### config.mk
export PLATFORM = sky130hd
export DESIGN_NAME = otter_cu_fsm
export DESIGN_NICKNAME = d
export VERILOG_FILES = /design/src/rtl/otter_cu_fsm.sv
export SDC_FILE = /design/constraint.sdc
export NUM_CORES = 1
export LEC_CHECK = 0
export ABC_CLOCK_PERIOD_IN_PS = 1500
export BUFFER_PORTS_ARGS = -buffer_cell sky130_fd_sc_hd__buf_2
export CELL_PAD_IN_SITES_DETAIL_PLACEMENT = 1
export CELL_PAD_IN_SITES_GLOBAL_PLACEMENT = 1
export CORE_MARGIN = 2
export CORE_UTILIZATION = 21
export DETAILED_ROUTE_END_ITERATION = 12
export GPL_ROUTABILITY_DRIVEN = 1
export PLACE_DENSITY = 0.81
export SYNTH_ARGS = -nofsm -noshare
export SYNTH_HDL_FRONTEND = slang
export SYNTH_SLANG_ARGS = --single-unit
### constraint.sdc
create_clock -name clk -period 1.5 [get_ports clk]
set_input_delay 0.15 -clock clk [delete_from_list [all_inputs] [get_ports clk]]
set_output_delay 0.15 -clock clk [all_outputs]
set_load 0.005 [all_outputs]
### src/rtl/otter_cu_fsm.sv
// OTTER multicycle control unit.
// Sequences fetch, execute, load writeback and interrupt entry.
module otter_cu_fsm #(
   parameter int INTR_SUPPORT = 1
) (
   input  logic       clk,
   input  logic       clr,
   input  logic [6:0] opcode,
   input  logic [2:0] func3,
   input  logic       intr,
   input  logic       int_en,
   output logic       pc_clr,
   output logic       pc_write,
   output logic       mem_rden1,
   output logic       mem_rden2,
   output logic       mem_we2,
   output logic       reg_write,
   output logic       csr_we,
   output logic       int_taken,
   output logic       mret_exec,
   output logic [2:0] state_out
);

   typedef enum logic [2:0] {
      ST_INIT  = 3'd0,
      ST_FETCH = 3'd1,
      ST_EXEC  = 3'd2,
      ST_WB    = 3'd3,
      ST_INTR  = 3'd4
   } state_t;

   localparam logic [6:0] OP_LOAD   = 7'b0000011;
   localparam logic [6:0] OP_STORE  = 7'b0100011;
   localparam logic [6:0] OP_BRANCH = 7'b1100011;
   localparam logic [6:0] OP_LUI    = 7'b0110111;
   localparam logic [6:0] OP_AUIPC  = 7'b0010111;
   localparam logic [6:0] OP_JAL    = 7'b1101111;
   localparam logic [6:0] OP_JALR   = 7'b1100111;
   localparam logic [6:0] OP_IMM    = 7'b0010011;
   localparam logic [6:0] OP_OP     = 7'b0110011;
   localparam logic [6:0] OP_SYS    = 7'b1110011;

   localparam logic [2:0] F3_MRET  = 3'b000;
   localparam logic [2:0] F3_CSRRW = 3'b001;

   state_t state;
   state_t next;

   logic dec_load;
   logic dec_store;
   logic dec_rd;
   logic dec_csrrw;
   logic dec_mret;
   logic intr_cond;

   // Interrupt is only honoured when the feature is built in and enabled.
   assign intr_cond = (INTR_SUPPORT != 0) && intr && int_en;

   // Classify the current instruction for the execute cycle.
   always_comb begin
      dec_load   = 1'b0;
      dec_store  = 1'b0;
      dec_rd     = 1'b0;
      dec_csrrw  = 1'b0;
      dec_mret   = 1'b0;
      case (opcode)
         OP_LOAD:   dec_load  = 1'b1;
         OP_STORE:  dec_store = 1'b1;
         OP_BRANCH: ;
         OP_LUI,
         OP_AUIPC,
         OP_JAL,
         OP_JALR,
         OP_IMM,
         OP_OP:     dec_rd    = 1'b1;
         OP_SYS: begin
            case (func3)
               F3_CSRRW: dec_csrrw = 1'b1;
               F3_MRET:  dec_mret  = 1'b1;
               default:  ;
            endcase
         end
         default:   ;
      endcase
   end

   // State register with synchronous reset.
   always_ff @(posedge clk) begin
      if (clr) state <= ST_INIT;
      else     state <= next;
   end

   // Next-state and strobe generation; clr masks every strobe but pc_clr.
   always_comb begin
      next      = ST_INIT;
      pc_clr    = 1'b0;
      pc_write  = 1'b0;
      mem_rden1 = 1'b0;
      mem_rden2 = 1'b0;
      mem_we2   = 1'b0;
      reg_write = 1'b0;
      csr_we    = 1'b0;
      int_taken = 1'b0;
      mret_exec = 1'b0;
      if (clr) begin
         pc_clr = 1'b1;
         next   = ST_INIT;
      end else begin
         case (state)
            ST_INIT: begin
               pc_clr = 1'b1;
               next   = ST_FETCH;
            end
            ST_FETCH: begin
               mem_rden1 = 1'b1;
               next      = ST_EXEC;
            end
            ST_EXEC: begin
               pc_write  = 1'b1;
               mem_rden2 = dec_load;
               mem_we2   = dec_store;
               reg_write = dec_rd | dec_csrrw;
               csr_we    = dec_csrrw;
               mret_exec = dec_mret;
               if (dec_load)       next = ST_WB;
               else if (intr_cond) next = ST_INTR;
               else                next = ST_FETCH;
            end
            ST_WB: begin
               reg_write = 1'b1;
               next      = intr_cond ? ST_INTR : ST_FETCH;
            end
            ST_INTR: begin
               pc_write  = 1'b1;
               int_taken = 1'b1;
               next      = ST_FETCH;
            end
            default: begin
               next = ST_INIT;
            end
         endcase
      end
   end

   assign state_out = state;

endmodule

==> impl_metrics.env <==
export IMPL_status="complete, but fails checks"
export IMPL_violations="setup timing"
export IMPL_grt_max_degree=10
export IMPL_place_hpwl_um=912
export IMPL_post_drt_wl_per_cell_um=12.9
export IMPL_worstReg2RegStart="state_out[2]"
export IMPL_numCtsBuffers=3
export IMPL_num_fill_cells=192
export IMPL_syn_mean_instance_area_um2=6.88
export IMPL_grt_usage=0.169
export IMPL_setup_ws_ns=-0.0580
export IMPL_fin_tns_setup_ns=-0.168
export IMPL_routed_wl_um=1190
export IMPL_largest_reg_flops=3
export IMPL_final_util=0.430
export IMPL_drive_gt1_frac=0.675
export IMPL_grt_overflow=0
export IMPL_clk_pin_slew_worst_paths_ns=0.04
export IMPL_final_common_cell="buf_2"
export IMPL_clock_path_buffers=2
export IMPL_critPathKind="in -> out"
export IMPL_die_h_um=41.1
export IMPL_place_congestion=0.743
export IMPL_final_cell_mix="buf_2 (23), buf_4 (7), nor2_1 (6), nor3_1 (4)"
export IMPL_syn_cell_area_um2=289
export IMPL_r2r_cells=4
export IMPL_core_um2=1300
export IMPL_seq_area_um2=66.3
export IMPL_start_util=0.222
export IMPL_timing_hold_ws_ns=0.152
export IMPL_final_max_slew_viol_count=0
export IMPL_final_cell_area_um2=559
export IMPL_max_cap_violations=0
export IMPL_clock_skew_ns=0.00460
export IMPL_finalHoldViolCount=0
export IMPL_yosysWarningCount=0
export IMPL_setup_viol=4
export IMPL_clock_sinks=3
export IMPL_grt_pass1_vias=484
export IMPL_reg2reg_slack_ns=0.21
export IMPL_required_ns=1.35
export IMPL_multiInputGateArea_um2=246
export IMPL_place_area_um2=459
export IMPL_antenna_cells=0
export IMPL_syn_to_final_growth_pct=93.5
export IMPL_rows=13
export IMPL_die_w_um=41.1
export IMPL_grt_antenna_before_repair=0
export IMPL_ioPinCount=26
export IMPL_num_vias=451
export IMPL_post_route_min_period_ns=1.56
export IMPL_port_buffers=25
export IMPL_drt_iter0_drc=2
export IMPL_leakage_nw=0.273
export IMPL_cp_start_kind="primary input"
export IMPL_irDropWorstVdd_v=0.000291
export IMPL_timing_fmax_mhz=642
export IMPL_period_share=1.04
export IMPL_rsz0062_at_grt="true"
export IMPL_post_route_drc_count=0
export IMPL_avgViaCountPerCell=4.90
export IMPL_r2r_end="state_out[1]"
export IMPL_end_kind="output port"
export IMPL_syn_inst=42
export IMPL_grt_pass1_wl_um=1840
export IMPL_hold_path_class="in -> reg"
export IMPL_cts_root_buffer="clkbuf_4"
export IMPL_h_tree_depth=1
export IMPL_dieArea_um2=1690
export IMPL_drtPass1Iterations=2
export IMPL_worst_slew_pin_slew_ns=0.254
export IMPL_powerDensity_nw_per_um2=614
export IMPL_ys_ff_latch=3
export IMPL_synth_yosys_seq_area_share=0.208
export IMPL_clock_latency_ns=0.24
export IMPL_holdCritStartpoint="int_en"
export IMPL_min_to="state_out[2]"
export IMPL_syn_nets=56
export IMPL_critPathArrivalTime_ns=1.41
export IMPL_cts_tree="done"
export IMPL_drtAntennaViolNets=0
export IMPL_hold_path_depth=3
export IMPL_nets=92
export IMPL_critPathMaxFanout=2
export IMPL_slew_headroom=0.831
export IMPL_synth_cell_types=24
-- cells by family after synthesis --
kind of cell / Yosys count / share of synthesized area
simple gates: 28 / 0.554
flops: 3 / 0.208
compound gates: 7 / 0.186
buf+inv: 4 / 0.0519
-- power by group --
| group | total [mW] | switching [mW] | internal [mW] |
|---|---|---|---|
| sequential | 0.101 | 0.0142 | 0.0865 |
| combinational | 0.0965 | 0.0434 | 0.0531 |
| clock | 0.146 | 0.0460 | 0.100 |
-- stage by stage --
step / power (mW) / setup WS (ns) / instances
finish: 0.343 / -0.0580 / 92
global route: 0.377 / -0.114 / 92
CTS: 0.346 / -0.0744 / 92
detailed placement: 0.184 / -0.0764 / 85
global placement: 0.180 / 0.0437 / 85
floorplan: 0.134 / 0.180 / 42
-- how the worst max path moves through the flow --
stage / start / end / slack [ns] / cells after the start
after floorplan: state_out[2] / csr_we / 0.18 / 4
after global placement: opcode[3] / csr_we / 0.04 / 6
after detailed placement: opcode[3] / csr_we / -0.08 / 6
after CTS: state_out[2] / mret_exec / -0.07 / 5
after global routing: state_out[2] / mret_exec / -0.11 / 5
final: opcode[3] / mret_exec / -0.06 / 6
-- routing by layer --
layer  vias to the layer above  track usage  wire, µm
met4                         0       0.0645         0
met1                       206        0.133       429
met2                        21        0.348       666
li1                        224            -         -
met5                         -            0         0
met3                         0       0.0761        93
-- what timing repair did --
item / CTS / global route
resized for setup: 10 / 4
pin swaps: 7 / 0
endpoints found under the hold margin: 0 / 0
buffers inserted: 3 / 0
hold buffers: 0 / 0
endpoints found under the setup margin: 4 / 6
-- area by class of cell --
| cell class | instances | area share |
|---|---|---|
| clock buffer | 4 | 0.0470 |
| tap | 15 | 0.0336 |
| inverter | 3 | 0.0201 |
| timing repair buffer | 32 | 0.340 |
| multi-input combinational | 35 | 0.441 |
| sequential | 3 | 0.119 |
-- cell usage after synthesis --
cell      instances  area, µm²
nand4_1           1       6.26
nand2b_1          2       12.5
nor4b_1           1       8.76
a221oi_1          1       8.76
clkbuf_1          1       3.75
or4_1             1       7.51
a21boi_2          1       11.3
dfxtp_1           3       60.1
nor4_1            1       6.26
or4_4             1       11.3
nand2_2           1       6.26
nand3b_1          1       7.51
o31ai_1           1       7.51
or2_2             1       6.26
nand2_1           2       7.51
and3_2            1       7.51
nor3_1            4       20.0
and4bb_2          1       12.5
or3_1             1       6.26
inv_1             3       11.3
nor2_1            9       33.8
o21bai_1          1       7.51
a21oi_2           1       8.76
a21oi_1           2       10.0
-- worst max-delay path, cell delays in order --
cell and delay, ns:
buf_6 0.09, and4bb_2 0.30, nand4_1 0.12, or4_4 0.52, nor2_1 0.11, buf_2 0.11
No activity file was read; power rests on OpenSTA's default activity.
